**src/rtl/spi_arbiter.sv**
```systemverilog
// spi_arbiter: two requesters share one SPI mode-0 master (8 bits, MSB first).
// Ties go to requester 0; defining SPI_ARB_ROUND_ROBIN_EN makes ties alternate instead.
module spi_arbiter #(
  parameter int CLK_DIV = 4
) (
  input  logic       clk,
  input  logic       btn_reset,
  input  logic       req0,
  input  logic       req1,
  input  logic [7:0] wdata0,
  input  logic [7:0] wdata1,
  output logic       gnt0,
  output logic       gnt1,
  output logic       done0,
  output logic       done1,
  output logic [7:0] rdata0,
  output logic [7:0] rdata1,
  output logic       SCLK,
  output logic       MOSI,
  input  logic       MISO,
  output logic       SS,
  output logic       busy
);

  typedef enum logic [2:0] {IDLE, SETUP, XFER, HOLD, GAP} state_t;

  localparam logic [7:0] LAST = 8'(CLK_DIV - 1);

  state_t     state, state_nxt;
  logic [7:0] cnt;
  logic [3:0] half;
  logic [7:0] tx;
  logic [7:0] rx;
  logic       owner;
  logic       half_end;
  logic       win;
  logic [7:0] wsel;

  assign half_end = (cnt == LAST);
  assign busy     = (state != IDLE);
  assign MOSI     = tx[7];
  assign wsel     = gnt1 ? wdata1 : wdata0;

`ifdef SPI_ARB_ROUND_ROBIN_EN
  // last = 1 means requester 1 was served most recently, so a tie goes to 0
  logic last;

  always_ff @(posedge clk) begin
    if (btn_reset)
      last <= 1'b1;
    else if (gnt0 || gnt1)
      last <= gnt1;
  end

  assign win = (req0 && req1) ? ~last : req1;
`else
  assign win = req1 && !req0;
`endif

  always_comb begin
    state_nxt = state;
    gnt0      = 1'b0;
    gnt1      = 1'b0;
    case (state)
      IDLE: begin
        if (!btn_reset && (req0 || req1)) begin
          gnt0      = !win;
          gnt1      = win;
          state_nxt = SETUP;
        end
      end
      SETUP:   if (half_end) state_nxt = XFER;
      XFER:    if (half_end && half == 4'd15) state_nxt = HOLD;
      HOLD:    if (half_end) state_nxt = GAP;
      GAP:     if (half_end) state_nxt = IDLE;
      default: state_nxt = IDLE;
    endcase
  end

  always_ff @(posedge clk) begin
    if (btn_reset) begin
      state  <= IDLE;
      cnt    <= 8'd0;
      half   <= 4'd0;
      tx     <= 8'd0;
      rx     <= 8'd0;
      owner  <= 1'b0;
      SCLK   <= 1'b0;
      SS     <= 1'b1;
      done0  <= 1'b0;
      done1  <= 1'b0;
      rdata0 <= 8'd0;
      rdata1 <= 8'd0;
    end else begin
      state <= state_nxt;
      done0 <= 1'b0;
      done1 <= 1'b0;
      cnt   <= (state == IDLE || half_end) ? 8'd0 : cnt + 8'd1;
      case (state)
        IDLE: begin
          if (gnt0 || gnt1) begin
            owner <= gnt1;
            tx    <= wsel;
            SS    <= 1'b0;
            SCLK  <= 1'b0;
            half  <= 4'd0;
          end
        end
        SETUP: begin
          if (half_end) begin
            SCLK <= 1'b1;
            rx   <= {rx[6:0], MISO};
          end
        end
        XFER: begin
          // half 15 ends low and stays low into HOLD; the 8th falling edge (end of half 14) keeps the last bit
          if (half_end && half != 4'd15) begin
            half <= half + 4'd1;
            SCLK <= ~SCLK;
            if (!SCLK)
              rx <= {rx[6:0], MISO};
            else if (half != 4'd14)
              tx <= {tx[6:0], 1'b0};
          end
        end
        HOLD: begin
          if (half_end) begin
            done0 <= !owner;
            done1 <= owner;
            if (owner)
              rdata1 <= rx;
            else
              rdata0 <= rx;
            SS <= 1'b1;
            tx <= 8'd0;
          end
        end
        default: ;
      endcase
    end
  end

endmodule

```
**config.mk**
```make
export PLATFORM = sky130hd
export DESIGN_NAME = spi_arbiter
export DESIGN_NICKNAME = d
export VERILOG_FILES = /design/src/rtl/spi_arbiter.sv
export SDC_FILE = /design/constraint.sdc
export NUM_CORES = 1
export LEC_CHECK = 0
export BUFFER_PORTS_ARGS = -buffer_cell sky130_fd_sc_hd__buf_4
export CAP_MARGIN = 20
export CORE_ASPECT_RATIO = 1.2
export CORE_MARGIN = 2
export CORE_UTILIZATION = 45
export CTS_CLUSTER_SIZE = 28
export DETAILED_ROUTE_END_ITERATION = 16
export PLACE_DENSITY = 0.78
export SETUP_SLACK_MARGIN = 0.02
export SYNTH_ARGS = -nofsm -noshare
export SYNTH_HDL_FRONTEND = slang
export SYNTH_SLANG_ARGS = --single-unit
```
**constraint.sdc**
```tcl
create_clock -name clk -period 3.4 [get_ports clk]
set_input_delay 0.51 -clock clk [delete_from_list [all_inputs] [get_ports clk]]
set_output_delay 0.51 -clock clk [all_outputs]
set_load 0.005 [all_outputs]
```
==> key figures <==
Setup path
  – CP Class: flop to flop
  – R2R Path Start: cnt[0]
  – Worst-path maximum fanout: 7
  – Setup crit start kind: flop
  – Critical Path RT: 3.64 ns
  – Element type at the critical path end: flop
  – CP Launch Point: cnt[0]
  – Crit path DAT: 2.73 ns

Synthesis
  – Syn Std Cell Area: 0.00248 sq mm
  – Asr flop ratio synth: 0%
  – Post-Syn Nets: 319
  – Syn Area/Cell: 8.41 sq um
  – Synth Instances: between 200 and 300
  – Synthesized flop and latch total: 52
  – Synth warnings: 0
  – Post-synth EDFFs: 0
  – Distinct cells, synth: 51
  – Top_reg_cell synth: dfxtp_1
  – Sequential share of the synthesized area: about two fifths

Pwr
  – Leakage: 1.10 nW
  – Clock power frac: between 30% and 40%
  – Peak VDD IR: 0.316 mV
  – Comb pwr share: 9.6%
  – Flop pwr share: 57.7%
  – Switching Share: 24.1%
  – Internal Power: 834 uW
  – Pwr Density: 375 mW/mm^2
  – Net load switching power: 265 uW

GRT
  – Global route total overflow: 0
  – Vias in the first global route: 2025
  – Initial antenna violation count: 0
  – First-pass GRT wire length: 9150 um
  – Total GRT Usage: ~18%
  – Largest net degree at the start of global routing: 44

Die
  – Die width: 71.8 um
  – Rows: 29
  – I/O pin cnt: 45
  – DIE HEIGHT: 85.3 um
  – Die area: slightly above 0.006 sq mm
  – Initial Util: between 40% and 50%
  – Core box area: 0.00530 sq mm

Run
  – Max Cap Viol: 0

Timing
  – Least-Margin Pin Slew: 0.689 ns
  – Fin. max-slew vios: 0
  – Setup TNS: 0 ns
  – Post-Route Skew: between 0.01 and 0.015 ns
  – RSZ-0062 raised after global routing: false
  – F_max: 402 MHz
  – Period minus WS final: 2.49 ns
  – Final Hold Viols: 0
  – Slew headroom: 53.9%
  – Endpoints failing setup: 0
  – Tcrit/Tclk final: about 73%

Place
  – Hpwl dp: 3940 um
  – Placed inst area: 0.00284 sq mm
  – Post-placement cell count: around 380
  – Port buffer count: 44
  – Gp weighted congestion: 0.850

CTS
  – Max Root-Sink Buffers: 2
  – TritonCTS clock tree: built
  – Clk_lat worst skew: 0.30 ns
  – CTS buffer count: 5
  – Post-CTS Repair Setup Buffers: 0
  – CTS Sinks: 52
  – Clock-pin slew on the worst setup and hold paths: 0.10 ns
  – Root buf cell: clkbuf_8
  – CTS H-tree depth: 2
  – CTS hold repair buffers: 0
  – CTS resizes: 0

Final layout
  – Fin cells: 389
  – Multi-input gate area: 0.00131 sq mm
  – Commonest non-fill, non-tap cell in the layout: dfxtp_1
  – Most frequent cells in the layout: dfxtp_1, buf_4, nand3_1
  – Share of layout cells above drive strength 1: approximately 22%
  – Antenna Cells: 0
  – Layout fillers: about 500
  – Area Overhead vs Synth: 18.2%
  – Finished Cell Area: 0.00293 sq mm
  – # nets final: 351
  – Register Area: 0.00104 sq mm

Detailed routing
  – DR vias: 2231
  – Vias/cell: 5.74
  – DR WL met3: roughly 270 um
  – TritonRoute pass-1 iters: 4
  – WL met2: 2610 um
  – Starting DRC count in detailed routing: around 120
  – # DRC: 0
  – Routed length on met1: 2520 um
  – Total wire length: approximately 5500 um
  – Top sig layer: met4
  – ANT nets after route: 0
  – Wire per inst: 14.2 um

Status
  – Run status: finished, final reports clean

Min path
  – Hold Path Class: flop to flop
  – Hold Startpoint: rdata1[3]
through the flow:
step	setup WS (ns)	total power, mW	utilization (%)	hold slack (ns)
after floorplan	1.05	0.715	-	0.435
after global placement	0.999	0.753	53.6	0.447
after detailed placement	0.941	0.755	53.6	0.452
after CTS	0.916	1.11	55.4	0.466
after global routing	0.786	1.15	55.4	0.473
final	0.910	1.10	55.4	0.464
layer usage:
layer / GRT usage, % / up-vias
met5: 0 / -
met4: 6.69 / 0
met3: 3.21 / 9
met2: 30.3 / 58
met1: 23.9 / 1035
li1: - / 1129
cells by family after synthesis:
| group | after synthesis | share of synthesized area (%) |
|---|---|---|
| AO/OA/AOI/OAI | 59 | 17.6 |
| XOR/XNOR | 8 | 2.82 |
| multiplexers | 9 | 3.63 |
| adder cells (fa/ha/maj) | 3 | 1.51 |
| buffers and inverters | 36 | 5.65 |
| AND/OR/NAND/NOR | 128 | 26.8 |
| flip-flops | 52 | 42.0 |
cells in the mapped netlist, types with 3 or more instances:
| cell type | n | share of area (%) |
|---|---|---|
| xor2_1 | 6 | 2.1 |
| nand3_1 | 35 | 7.1 |
| nor3b_1 | 3 | 0.91 |
| a2111oi_0 | 8 | 2.8 |
| buf_2 | 3 | 0.60 |
| nor2_1 | 25 | 3.8 |
| or3_1 | 3 | 0.76 |
| nor3_1 | 9 | 1.8 |
| o21ai_0 | 10 | 2.0 |
| buf_1 | 4 | 0.60 |
| a21oi_1 | 20 | 4.0 |
| nand2_1 | 21 | 3.2 |
| o221a_2 | 6 | 2.7 |
| inv_1 | 10 | 1.5 |
| dfxtp_1 | 52 | 42 |
| mux2i_1 | 9 | 3.6 |
| and3_1 | 3 | 0.76 |
| nand2b_1 | 3 | 0.76 |
| nor4_1 | 9 | 2.3 |
| ha_1 | 3 | 1.5 |
| clkbuf_1 | 17 | 2.6 |
worst max-delay path, cell delays in order (launching register included):
cell	delay, ns
dfxtp_1	0.39
ha_1	0.26
or3b_2	0.55
or4b_1	0.70
a2111o_1	0.46
nand2_1	0.06
state kept, by name, indices dropped and copies added, names as in the netlist:
name,count
tx,8
cnt,8
state,3
rdata0,8
SS,1
half,4
done0,1
SCLK,1
rx,8
owner,1
done1,1
rdata1,8
power by group through the flow:
stage / Sequential (mW) / Clock, mW / Combinational [mW]
finish: 0.635 / 0.359 / 0.106
detailed placement: 0.649 / 0 / 0.106
CTS: 0.635 / 0.367 / 0.106
global route: 0.637 / 0.393 / 0.118
global placement: 0.648 / 0 / 0.105
floorplan: 0.644 / 0 / 0.0712
final cells by class:
cell class | count | share of cell area, %
timing repair buffer | 50 | 12.8
inverter | 11 | 1.41
multi-input combinational | 207 | 44.5
tap | 62 | 2.65
sequential | 52 | 35.5
clock inverter | 1 | 0.299
clock buffer | 6 | 2.82
worst paths after layout:
check,to,slack [ns],depth (start not counted)
setup reg to reg,half[3],0.91,5
setup / recovery,half[3],0.91,5
hold reg to reg,rdata1[3],0.46,2
hold / removal,rdata1[3],0.46,2
Power figures use the tool's default switching activity.
